### config.mk
export PLATFORM = sky130hd
export DESIGN_NAME = act_loader
export DESIGN_NICKNAME = d
export VERILOG_FILES = /design/src/rtl/act_loader_pkg.sv /design/src/rtl/act_loader_lsb_index.sv /design/src/rtl/act_loader.sv
export SDC_FILE = /design/constraint.sdc
export NUM_CORES = 1
export LEC_CHECK = 0
export ABC_AREA = 1
export BUFFER_PORTS_ARGS = -buffer_cell sky130_fd_sc_hd__buf_2
export CAP_MARGIN = 20
export CORE_ASPECT_RATIO = 0.75
export CORE_MARGIN = 4
export CORE_UTILIZATION = 46
export CTS_BUF_LIST = sky130_fd_sc_hd__clkbuf_4
export DETAILED_ROUTE_END_ITERATION = 7
export PLACE_DENSITY = 0.7
export SKIP_LAST_GASP = 1
export SYNTH_ARGS = -nofsm -noshare
export SYNTH_HDL_FRONTEND = slang
export SYNTH_SLANG_ARGS = --single-unit
### constraint.sdc
create_clock -name clk -period 7.45 [get_ports clk]
set_clock_uncertainty 0.1 [all_clocks]
set_input_delay 2.235 -clock clk [delete_from_list [all_inputs] [get_ports clk]]
set_output_delay 2.235 -clock clk [all_outputs]
set_load 0.03 [all_outputs]
### src/rtl/act_loader_pkg.sv
// Shared constants and FSM state type for the activation buffer fill stage.
package act_loader_pkg;

    localparam int IF_WIDTH        = 16;                 // lanes per row, flag width
    localparam int DATA_WIDTH      = 8;                  // activation / stream byte width
    localparam int ROW_CNT_W       = 10;                 // row counter width
    localparam int ACT_INDEX_WIDTH = $clog2(IF_WIDTH);   // lane index width

    typedef enum logic [2:0] {
        ST_IDLE,
        ST_FLAG_LO,
        ST_FLAG_HI,
        ST_DATA,
        ST_DONE
    } state_e;

endpackage

### src/rtl/act_loader_lsb_index.sv
// Lowest-set-bit encoder: index of the least significant 1 in vec, plus an 'any' flag.
module act_loader_lsb_index
    import act_loader_pkg::*;
(
    input  logic [IF_WIDTH-1:0]        vec,
    output logic [ACT_INDEX_WIDTH-1:0] idx,
    output logic                       any
);

    // Scan from the top down so the last hit written is the lowest set bit.
    always_comb begin
        // NOTE: every always_comb output gets a default first so no path leaves it unassigned (no latch).
        idx = '0;
        for (int i = IF_WIDTH - 1; i >= 0; i--) begin
            if (vec[i]) idx = ACT_INDEX_WIDTH'(i);
        end
    end

    assign any = |vec;

endmodule

### src/rtl/act_loader.sv
// Activation loader: unpacks a flag-compressed byte stream into flag RAM and per-lane column RAM writes.
module act_loader
    import act_loader_pkg::*;
(
    input  logic                           clk,
    input  logic                           reset,
    input  logic                           start,
    input  logic [ROW_CNT_W-1:0]           cfg_rows,
    input  logic                           in_valid,
    input  logic [DATA_WIDTH-1:0]          in_data,
    output logic                           in_ready,
    input  logic                           buf_full,
    output logic                           wr_req_act_flag,
    output logic [IF_WIDTH-1:0]            wr_data_act_flag,
    output logic [IF_WIDTH-1:0]            wr_req_act,
    output logic [IF_WIDTH*DATA_WIDTH-1:0] wr_data_act,
    output logic                           busy,
    output logic                           done,
    output logic [ROW_CNT_W-1:0]           rows_loaded
);

    state_e                         state_q, state_d;
    logic [DATA_WIDTH-1:0]          flag_lo_q, flag_lo_d;
    logic [IF_WIDTH-1:0]            mask_q, mask_d;
    logic [ROW_CNT_W-1:0]           rows_cfg_q, rows_cfg_d;
    logic [ROW_CNT_W-1:0]           rows_loaded_q, rows_loaded_d;
    logic                           flag_wr_q, flag_wr_d;
    logic [IF_WIDTH-1:0]            flag_word_q, flag_word_d;
    logic [IF_WIDTH-1:0]            lane_wr_q, lane_wr_d;
    logic [IF_WIDTH*DATA_WIDTH-1:0] lane_data_q, lane_data_d;

    logic [ACT_INDEX_WIDTH-1:0]     lane_idx;
    logic                           lane_any;
    logic [IF_WIDTH-1:0]            lane_onehot;
    logic [IF_WIDTH-1:0]            mask_left;
    logic [IF_WIDTH-1:0]            flag_word;
    logic [ROW_CNT_W-1:0]           rows_inc;
    logic                           last_row;
    logic                           accept;
    logic                           strobe_pending;

    act_loader_lsb_index u_lsb_index (
        .vec (mask_q),
        .idx (lane_idx),
        .any (lane_any)
    );

    assign in_ready       = (state_q inside {ST_FLAG_LO, ST_FLAG_HI, ST_DATA}) && !buf_full;
    assign accept         = in_valid && in_ready;
    assign flag_word      = {in_data, flag_lo_q};
    assign lane_onehot    = IF_WIDTH'(1) << lane_idx;
    assign mask_left      = mask_q & ~lane_onehot;
    assign rows_inc       = rows_loaded_q + ROW_CNT_W'(1);
    assign last_row       = (rows_inc == rows_cfg_q);
    // The final row's strobe is still in flight on entry to DONE; done waits for it to retire.
    assign strobe_pending = flag_wr_q || (|lane_wr_q);
    assign done           = (state_q == ST_DONE) && !strobe_pending;
    assign busy           = (state_q != ST_IDLE) && !done;

    assign wr_req_act_flag  = flag_wr_q;
    assign wr_data_act_flag = flag_word_q;
    assign wr_req_act       = lane_wr_q;
    assign wr_data_act      = lane_data_q;
    assign rows_loaded      = rows_loaded_q;

    // Next-state, unpack and write-port logic; strobes default low so each lasts one cycle.
    always_comb begin
        state_d       = state_q;
        flag_lo_d     = flag_lo_q;
        mask_d        = mask_q;
        rows_cfg_d    = rows_cfg_q;
        rows_loaded_d = rows_loaded_q;
        flag_wr_d     = 1'b0;
        flag_word_d   = flag_word_q;
        lane_wr_d     = '0;
        lane_data_d   = lane_data_q;

        unique case (state_q)
            ST_IDLE: begin
                if (start) begin
                    rows_cfg_d    = cfg_rows;
                    rows_loaded_d = '0;
                    state_d       = (cfg_rows == '0) ? ST_DONE : ST_FLAG_LO;
                end
            end
            ST_FLAG_LO: begin
                if (accept) begin
                    flag_lo_d = in_data;
                    state_d   = ST_FLAG_HI;
                end
            end
            ST_FLAG_HI: begin
                if (accept) begin
                    mask_d      = flag_word;
                    flag_wr_d   = 1'b1;
                    flag_word_d = flag_word;
                    if (flag_word == '0) begin
                        rows_loaded_d = rows_inc;
                        state_d       = last_row ? ST_DONE : ST_FLAG_LO;
                    end else begin
                        state_d = ST_DATA;
                    end
                end
            end
            ST_DATA: begin
                if (accept && lane_any) begin
                    mask_d    = mask_left;
                    lane_wr_d = lane_onehot;
                    lane_data_d[lane_idx*DATA_WIDTH +: DATA_WIDTH] = in_data;
                    if (mask_left == '0) begin
                        rows_loaded_d = rows_inc;
                        state_d       = last_row ? ST_DONE : ST_FLAG_LO;
                    end
                end
            end
            ST_DONE: begin
                if (!strobe_pending) state_d = ST_IDLE;
            end
            default: state_d = ST_IDLE;
        endcase
    end

    // State and datapath registers; all clear so a reset mid-load leaves no stale strobe.
    always_ff @(posedge clk or posedge reset) begin
        if (reset) begin
            state_q       <= ST_IDLE;
            flag_lo_q     <= '0;
            mask_q        <= '0;
            rows_cfg_q    <= '0;
            rows_loaded_q <= '0;
            flag_wr_q     <= 1'b0;
            flag_word_q   <= '0;
            lane_wr_q     <= '0;
            lane_data_q   <= '0;
        end else begin
            // NOTE: non-blocking updates so every register samples the pre-edge values.
            state_q       <= state_d;
            flag_lo_q     <= flag_lo_d;
            mask_q        <= mask_d;
            rows_cfg_q    <= rows_cfg_d;
            rows_loaded_q <= rows_loaded_d;
            flag_wr_q     <= flag_wr_d;
            flag_word_q   <= flag_word_d;
            lane_wr_q     <= lane_wr_d;
            lane_data_q   <= lane_data_d;
        end
    end

endmodule

==> impl_metrics.env, run 1 <==
export IMPL_ys_async_sr_fraction_pct=100
export IMPL_synth_main_ff_cell="dfrtp_1"
export IMPL_vias_per_cell=5.26
export IMPL_track_usage_pct=23.1
export IMPL_ir_drop_uv=218
export IMPL_cts_path_max_buffers=3
export IMPL_syn_nets=1110
export IMPL_rows=45
export IMPL_dp_worst_setup_slack_ns=2.36
export IMPL_fin_util_pct=55.4
export IMPL_wl_um=26600
export IMPL_rsz0062_at_grt="false"
export IMPL_layout_drive_gt1_share_pct=25.9
export IMPL_finalNonFillerCells=1580
export IMPL_floorplan_die_height_um=132
export IMPL_drt_iter0_drc=736
export IMPL_hold_ws_ns=0.370
export IMPL_grt_pass1_vias=7985
export IMPL_slew_headroom_pct=38.6
export IMPL_place_gp_congestion=0.902
export IMPL_die_area_sq_um=23000
export IMPL_grt_max_degree=119
export IMPL_core_area_sq_um=20300
export IMPL_insertion_delay_ns=0.63
export IMPL_critPathArrivalTime_ns=2.75
export IMPL_fmax_mhz=197
export IMPL_cp_end_kind="output port"
export IMPL_synth_top_area_cell="dfrtp_1"
export IMPL_layout_nets=1323
export IMPL_drc_errors=0
export IMPL_startpoint_type="primary input"
export IMPL_finalCritPeriodShare_pct=68.2
export IMPL_ant_nets=0
export IMPL_ys_ff_latch=208
export IMPL_holdCritPathClass="reg -> reg"
export IMPL_ys_seq_area_share_pct=54.9
export IMPL_yosysMostFrequentCell="nand2_1"
export IMPL_worst_pin_slew_ns=0.920
export IMPL_grt_overflow=0
export IMPL_synth_top_cell_area_share_pct=54.9
export IMPL_syn_to_final_growth_pct=18.4
export IMPL_yosys_warnings=0
export IMPL_cts_buffers=52
export IMPL_drtPass1Iterations=7
export IMPL_clock_sinks=208
export IMPL_wl_per_cell_um=16.8
export IMPL_finalSetupTns_ns=0
export IMPL_critical_path_max_fanout=2
export IMPL_hold_violations=0
export IMPL_die_w_um=174
export IMPL_cts_max_level=2
export IMPL_cts_setup_buffers=0
export IMPL_antenna_found_initial=0
export IMPL_outcome="finished clean"
export IMPL_syn_avg_cell_area_sq_um=8.77
export IMPL_yosys_cell_types_count=45
export IMPL_cts_repair_resized=0
export IMPL_cts_hold_fix_buffers=0
export IMPL_dp_hpwl_um=19000
export IMPL_syn_inst=1081
export IMPL_ys_top_cells_by_count="nand2_1, dfrtp_1, o21ai_1"
export IMPL_dp_cells=1497
export IMPL_antenna_cells=0
export IMPL_drv_slew=0
export IMPL_grt_pass1_wl_um=43400
export IMPL_root_buffer="clkbuf_4"
export IMPL_cts_tree="done"
export IMPL_maxCapViolations=0
export IMPL_setup_viol=0
export IMPL_clkTransAtPathRegs_ns=0.06
export IMPL_initial_core_util_pct=46.8
export IMPL_portBuffers=196
export IMPL_crit_type="in -> out"
export IMPL_yosys_top_cells_area="dfrtp_1, nand2_1, o21ai_1"
export IMPL_fin_ws_ns=2.37
export IMPL_vias=8313
export IMPL_syn_area_sq_um=9480
export IMPL_synth_edf_count=0
export IMPL_p_per_area_nw_per_um2=393
export IMPL_fin_crit_ns=5.08
export IMPL_ioPinCount=197
export IMPL_total_leakage_power_uw=0.00592
export IMPL_required_ns=5.12
-- metrics by stage --
stage,power (uW),cell area (sq um)
CTS,4440,11200
global placement,3530,10600
finish,4420,11200
global route,4760,11200
floorplan,2980,9490
detailed placement,3550,10600
-- worst paths after layout --
path / start / to / slack, ns / cells after the start
worst min-delay path: wr_data_act[91] / wr_data_act[91] / 0.37 / 2
max in group asynchronous: reset / wr_data_act[72] / 4.87 / 3
worst min register to register: wr_data_act[91] / wr_data_act[91] / 0.37 / 2
worst max-delay path: buf_full / in_ready / 2.37 / 3
worst max register to register: mask_q[14] / wr_data_act[26] / 3.17 / 23
min in group asynchronous: reset / wr_req_act[12] / 1.45 / 2
-- critical path, cell delays in order --
cell and delay (ns):
buf_2 0.10, nor3_2 0.19, buf_2 0.22
-- flip-flops by register name, summed over array words and instances, names as in the netlist --
name / cells
flag_lo_q: 8
mask_q: 16
rows_cfg_q: 10
rows_loaded: 10
state_q: 3
wr_data_act: 128
wr_data_act_flag: 16
wr_req_act: 16
wr_req_act_flag: 1
-- cell type report --
type	instances	area [sq um]
clock inverter	13	51.3
inverter	110	419
sequential	208	5200
multi-input combinational	720	3650
timing repair buffer	202	1060
fill	1911	9040
tap	258	323
clock buffer	69	518
-- per-layer routing --
layer	wire (um)	up-vias	track usage (%)
li1	-	4024	-
met1	12600	3895	35.8
met2	10800	354	31.6
met3	2650	40	6.82
met4	468	0	5.89
met5	0	-	0
-- cell families after synthesis --
| group | Yosys count | share of synthesized area [%] |
|---|---|---|
| AO/OA/AOI/OAI | 213 | 12.1 |
| XOR/XNOR | 13 | 1.20 |
| adder cells (fa/ha/maj) | 6 | 0.792 |
| buffers and inverters | 153 | 6.57 |
| flip-flops | 208 | 54.9 |
| multiplexers | 10 | 1.19 |
| AND/OR/NAND/NOR | 478 | 23.3 |
-- cells in the final DEF, fill, tap and decap left out, types with 9 or more instances in the layout --
master and instances:
nand2_1 286, dfrtp_1 208, buf_2 196, o21ai_1 111
inv_1 90, clkbuf_4 69, o21ai_0 67, nor2_1 65
nand4_1 45, nand3_1 21, inv_2 15, clkinv_1 14
nor3_1 13, a21oi_1 10, o22ai_1 10, mux2_2 10
xor2_1 9
-- where the power goes --
part / total (uW) / internal [uW] / switching [uW]
sequential: 1500 / 1340 / 161
clock: 870 / 425 / 446
combinational: 2040 / 498 / 1550
total: 4420 / 2260 / 2150
(Power assumes the default switching activity.)
==> run 2: changes to the inputs <==
ABC_AREA = 0   (was 1)
clock period = 4.1 ns   (was 7.45 ns; I/O delays follow)
==> run 2 against run 1 <==
Compared with the run above:
- non-clock buffer count rose by 26
- sequential power is 110% higher
- worst setup slack worse by 2.1 ns
- design area increased by 0.98%
- core utilization increased by 2.5 points
==> impl_metrics.env, run 2 <==
export IMPL_critPathArrivalTime_ns=4.27
export IMPL_outcome="finished clean"
export IMPL_cts_buffers=52
export IMPL_portBuffers=196
export IMPL_worst_pin_slew_ns=0.952
export IMPL_drt_iter0_drc=491
export IMPL_layout_nets=1052
export IMPL_die_w_um=172
export IMPL_fillers=1755
export IMPL_yosys_warnings=0
export IMPL_place_gp_congestion=0.986
export IMPL_syn_nets=812
export IMPL_wl_um=25200
export IMPL_maxCapViolations=0
export IMPL_holdCritPathClass="reg -> reg"
export IMPL_critical_path_max_fanout=9
export IMPL_dp_worst_setup_slack_ns=0.271
export IMPL_hp_start="wr_data_act_flag[15]"
export IMPL_dpl_instance_area_sq_um=10700
export IMPL_vias_per_cell=5.44
export IMPL_grt_pass1_vias=7225
export IMPL_drv_slew=0
export IMPL_ys_seq_area_share_pct=56.0
export IMPL_insertion_delay_ns=0.67
export IMPL_ir_drop_uv=450
export IMPL_synth_top_cell_area_share_pct=56.0
export IMPL_floorplan_die_height_um=131
export IMPL_final_common_cell="dfrtp_1"
export IMPL_grt_max_degree=47
export IMPL_yosysMostFrequentCell="dfrtp_1"
export IMPL_root_buffer="clkbuf_4"
export IMPL_p_per_area_nw_per_um2=799
export IMPL_clkTransAtPathRegs_ns=0.07
export IMPL_vias=7114
export IMPL_synth_edf_count=0
export IMPL_syn_avg_cell_area_sq_um=11.9
export IMPL_rsz0062_at_grt="false"
export IMPL_totalPowerFinal_uw=9060
export IMPL_crit_start="mask_q[14]"
export IMPL_cp_end_kind="flop"
export IMPL_layout_drive_gt1_share_pct=44.7
export IMPL_required_ns=4.55
export IMPL_syn_to_final_growth_pct=21.9
export IMPL_startpoint_type="flop"
export IMPL_ys_async_sr_fraction_pct=100
export IMPL_hold_violations=0
export IMPL_antenna_found_initial=3
export IMPL_r2r_start="mask_q[14]"
export IMPL_finalSetupTns_ns=0
export IMPL_fin_crit_ns=3.82
export IMPL_cts_path_max_buffers=3
export IMPL_final_cell_mix="dfrtp_1, buf_2, mux2_2, nand2_1, clkbuf_4"
export IMPL_yosys_cell_types_count=63
export IMPL_total_leakage_power_uw=0.00605
export IMPL_synth_main_ff_cell="dfrtp_1"
export IMPL_crit_type="reg -> reg"
export IMPL_core_area_sq_um=19600
export IMPL_grt_pass1_wl_um=40700
export IMPL_ys_ff_latch=208
export IMPL_wl_per_cell_um=19.2
export IMPL_die_area_sq_um=22600
export IMPL_setup_viol=0
export IMPL_grt_overflow=0
export IMPL_yosys_top_cells_area="dfrtp_1, mux2_2, nand2_1"
export IMPL_syn_inst=783
export IMPL_initial_core_util_pct=47.5
export IMPL_track_usage_pct=22.5
export IMPL_finalCritPeriodShare_pct=93.2
export IMPL_dp_hpwl_um=17400
export IMPL_cts_max_level=2
export IMPL_rows=44
export IMPL_syn_area_sq_um=9300
export IMPL_fin_ws_ns=0.278
export IMPL_ant_nets=0
export IMPL_cts_hold_fix_buffers=0
export IMPL_ioPinCount=197
export IMPL_finish_instance_area_sq_um=11300
export IMPL_drc_errors=0
export IMPL_fmax_mhz=262
export IMPL_ys_top_cells_by_count="dfrtp_1, mux2_2, nand2_1"
export IMPL_cts_tree="done"
export IMPL_synth_top_area_cell="dfrtp_1"
export IMPL_clock_sinks=208
export IMPL_drtPass1Iterations=5
export IMPL_slew_headroom_pct=36.4
export IMPL_largest_register_ffs=128
run 2: cell type report:
| type | instances | area, sq um | share of cell area [%] |
|---|---|---|---|
| Multi-Input combinational cell | 516 | 3850 | 33.9 |
| Sequential cell | 208 | 5200 | 45.9 |
| Timing Repair Buffer | 228 | 1270 | 11.2 |
| Clock inverter | 13 | 87.6 | 0.772 |
| Tap cell | 253 | 317 | 2.79 |
| Antenna cell | 1 | 2.50 | 0.0221 |
| Inverter | 17 | 67.6 | 0.596 |
| Clock buffer | 72 | 541 | 4.77 |
run 2: critical path, cell delays in order (launching register included):
cell	delay [ns]
dfrtp_1	0.44
nand2b_1	0.16
a221oi_1	0.36
o41a_1	0.22
o21ai_1	0.07
a21oi_1	0.29
buf_4	0.24
inv_1	0.06
ha_1	0.40
or3_1	0.51
nor3_4	0.47
mux2_2	0.40
run 2: cell families after synthesis:
logic type,count (synthesis),share of synthesized area (%)
muxes,148,17.9
and+or+nand+nor,270,15.6
adders and majority gates,6,0.807
xor gates and xnor gates,15,1.41
buffers and inverters,59,2.78
DFF,208,56.0
AOI/OAI and AO/OA,77,5.60
run 2: through the flow:
| stage | instances | utilization (%) | hold WS [ns] |
|---|---|---|---|
| after global routing | 1308 | 57.9 | 0.389 |
| final | 1308 | 57.9 | 0.367 |
| after global placement | 1221 | 54.5 | 0.355 |
| after detailed placement | 1221 | 54.5 | 0.358 |
| after CTS | 1306 | 57.8 | 0.373 |
| after floorplan | 783 | - | 0.372 |
run 2: final timing paths:
kind | endpoint | slack (ns) | cells past startpoint
max in group asynchronous | mask_q[0] | 2.44 | 3
worst max register to register | wr_data_act[52] | 0.28 | 11
worst max-delay path | wr_data_act[52] | 0.28 | 11
worst min-delay path | wr_data_act_flag[15] | 0.37 | 2
min in group asynchronous | wr_data_act_flag[9] | 0.68 | 2
worst min register to register | wr_data_act_flag[15] | 0.37 | 2
run 2: report_power, final:
| group | total [uW] | internal (uW) | switching (uW) |
|---|---|---|---|
| logic | 4210 | 1470 | 2730 |
| clock network | 1700 | 870 | 825 |
| registers | 3160 | 2650 | 509 |
run 2: per-layer routing:
layer  global-route usage (%)  share of wire [%]  vias to the layer above  wire [um]
li1                         -                  -                     3275          -
met1                     31.8                 44                     3497      11100
met2                     32.5                 43                      294      10900
met3                     9.52                 11                       44       2690
met4                     5.28                1.7                        4        437
met5                        0               0.11                        -         27
run 2: timing repair:
item / 4_1_cts / 5_1_grt
resized for setup: 0 / 3
setup endpoints to repair: 0 / 20
buffers inserted: 0 / 1
==> run 3: changes to the inputs <==
CORE_ASPECT_RATIO = 2   (was 0.75)
==> run 3 against run 2 <==
Compared with the run above:
- routed wire length grew 9.9%
- via count grew 2.4%
- final cell count grew 1.5%
- sequential cell count is the same
- critical endpoint is now rows_loaded[6]
==> impl_metrics.env, run 3 (synthesized netlist as in run 2, its figures left out) <==
export IMPL_outcome="finished clean"
export IMPL_grt_overflow=0
export IMPL_insertion_delay_ns=0.67
export IMPL_initial_core_util_pct=46.7
export IMPL_fmax_mhz=261
export IMPL_worstRegToRegCells=16
export IMPL_ant_nets=0
export IMPL_hp_start="wr_data_act_flag[10]"
export IMPL_critPathArrivalTime_ns=4.25
export IMPL_largest_register_ffs=128
export IMPL_grt_pass1_vias=7702
export IMPL_core_area_sq_um=19900
export IMPL_cp_end_kind="flop"
export IMPL_combPwrFrac_pct=48.1
export IMPL_worst_pin_slew_ns=0.933
export IMPL_drtPass1Iterations=5
export IMPL_rows=73
export IMPL_cts_buffers=47
export IMPL_drc_errors=0
export IMPL_clock_sinks=208
export IMPL_cpPeakStageDelay_ns=0.55
export IMPL_holdCritPathClass="reg -> reg"
export IMPL_cts_path_max_buffers=3
export IMPL_critical_path_max_fanout=10
export IMPL_p_per_area_nw_per_um2=794
export IMPL_track_usage_pct=25.1
export IMPL_setup_viol=0
export IMPL_drv_slew=0
export IMPL_die_area_sq_um=22700
export IMPL_rsz0062_at_grt="false"
export IMPL_hold_violations=0
export IMPL_r2r_start="mask_q[11]"
export IMPL_vias_per_cell=5.48
export IMPL_fin_crit_ns=3.83
export IMPL_vias=7283
export IMPL_cts_repair_resized=0
export IMPL_finalSetupTns_ns=0
export IMPL_antenna_found_initial=1
export IMPL_grt_pass1_wl_um=43000
export IMPL_cp_num_buf_inv=2
export IMPL_totalPowerFinal_uw=9040
export IMPL_wl_um=27700
export IMPL_cpMostUsedCell="nor2_1"
export IMPL_p_sw_uw=4070
export IMPL_ir_drop_uv=430
export IMPL_final_common_cell="dfrtp_1"
export IMPL_p_sw_share_pct=45.1
export IMPL_cts_max_level=2
export IMPL_clkTransAtPathRegs_ns=0.07
export IMPL_cts_tree="done"
export IMPL_crit_type="reg -> reg"
export IMPL_slew_headroom_pct=37.7
export IMPL_cp_slowest_cell="or4_4"
export IMPL_final_cell_mix="dfrtp_1, buf_2, mux2_2, nand2_1, clkbuf_4"
export IMPL_fillers=1802
export IMPL_cts_setup_buffers=0
export IMPL_place_gp_congestion=0.987
export IMPL_syn_to_final_growth_pct=22.4
export IMPL_startpoint_type="flop"
export IMPL_crit_start="mask_q[11]"
export IMPL_root_buffer="clkbuf_4"
export IMPL_p_clk_share_pct=17.1
export IMPL_grt_max_degree=64
export IMPL_drt_iter0_drc=319
export IMPL_p_int_uw=4960
export IMPL_ioPinCount=197
export IMPL_layout_nets=1062
export IMPL_wl_per_cell_um=20.8
export IMPL_die_w_um=109
export IMPL_layout_drive_gt1_share_pct=45.1
export IMPL_maxCapViolations=0
export IMPL_cp_top_family="simple AND/OR/NAND/NOR gates"
export IMPL_fin_util_pct=57.2
export IMPL_cts_hold_fix_buffers=0
export IMPL_worstPathCellList="nor2_1 > a221oi_1 > buf_4 > o41a_1 > o21ai_1 > a21oi_1 > nor2_1 > ha_1 > inv_1 > o31a_1 > o2bb2ai_1 > nand2_1 > or4_1 > or4_4 > nand3_2 > nand3_1"
export IMPL_required_ns=4.52
export IMPL_dp_hpwl_um=20300
export IMPL_finalCritPeriodShare_pct=93.4
export IMPL_total_leakage_power_uw=0.00609
export IMPL_worstSetupPathDepth=16
export IMPL_whs_path_depth=2
export IMPL_floorplan_die_height_um=209
export IMPL_p_seq_share_pct=34.8
export IMPL_portBuffers=196
[run 3: cell types whose count changed in the layout (fill, tap and decap cells not counted), moves of 2 or more]
cell | previous run | this run
buf_4 | 28 | 44
clkbuf_4 | 72 | 68
clkinvlp_4 | 1 | 3
clkinv_4 | 2 | 0
[run 3: worst paths after layout]
kind / endpoint / slack [ns]
setup reg to reg: rows_loaded[6] / 0.27
max in group asynchronous: wr_data_act_flag[1] / 2.41
setup / recovery: rows_loaded[6] / 0.27
hold / removal: wr_data_act_flag[10] / 0.37
hold reg to reg: wr_data_act_flag[10] / 0.37
min in group asynchronous: wr_data_act[55] / 0.67
[run 3: cell type report]
class,instances,area [sq um],area share [%]
flip-flops and latches,208,5200,45.7
multi-input cells,516,3840,33.7
repair buffers,243,1370,12.0
clock buffers,68,510,4.48
well taps,262,328,2.88
inverters,17,67.6,0.594
clock inverters,13,60.1,0.528
diodes,1,2.50,0.0220
[run 3: per-stage QoR]
stage          std cells  hold slack, ns  setup WS [ns]  area, sq um
6_report            1328           0.370          0.270        11400
5_1_grt             1328           0.405         0.0713        11400
4_1_cts             1327           0.376          0.156        11400
3_5_place_dp        1246           0.359          0.325        10800
3_3_place_gp        1246           0.354          0.406        10800
2_1_floorplan        783           0.372         0.0698         9310
[run 3: layer usage]
metal,part of all wire [%],GRT usage [%]
met5,0,0
met3,5.1,4.48
met1,32,24.6
met4,6.5,15.0
met2,56,47.1
[run 3: worst min-delay path: stages, from the launching register on]
cell and delay (ns):
dfrtp_1 0.34, nand2_1 0.05, nand2_1 0.05
[run 3: power by group through the flow]
stage	Combinational (uW)	Sequential (uW)	Clock, uW
2_1_floorplan	2160	3910	0
3_3_place_gp	4280	3150	0
3_5_place_dp	4330	3170	0
4_1_cts	4350	3140	1610
5_1_grt	4680	3210	1710
6_report	4350	3140	1550
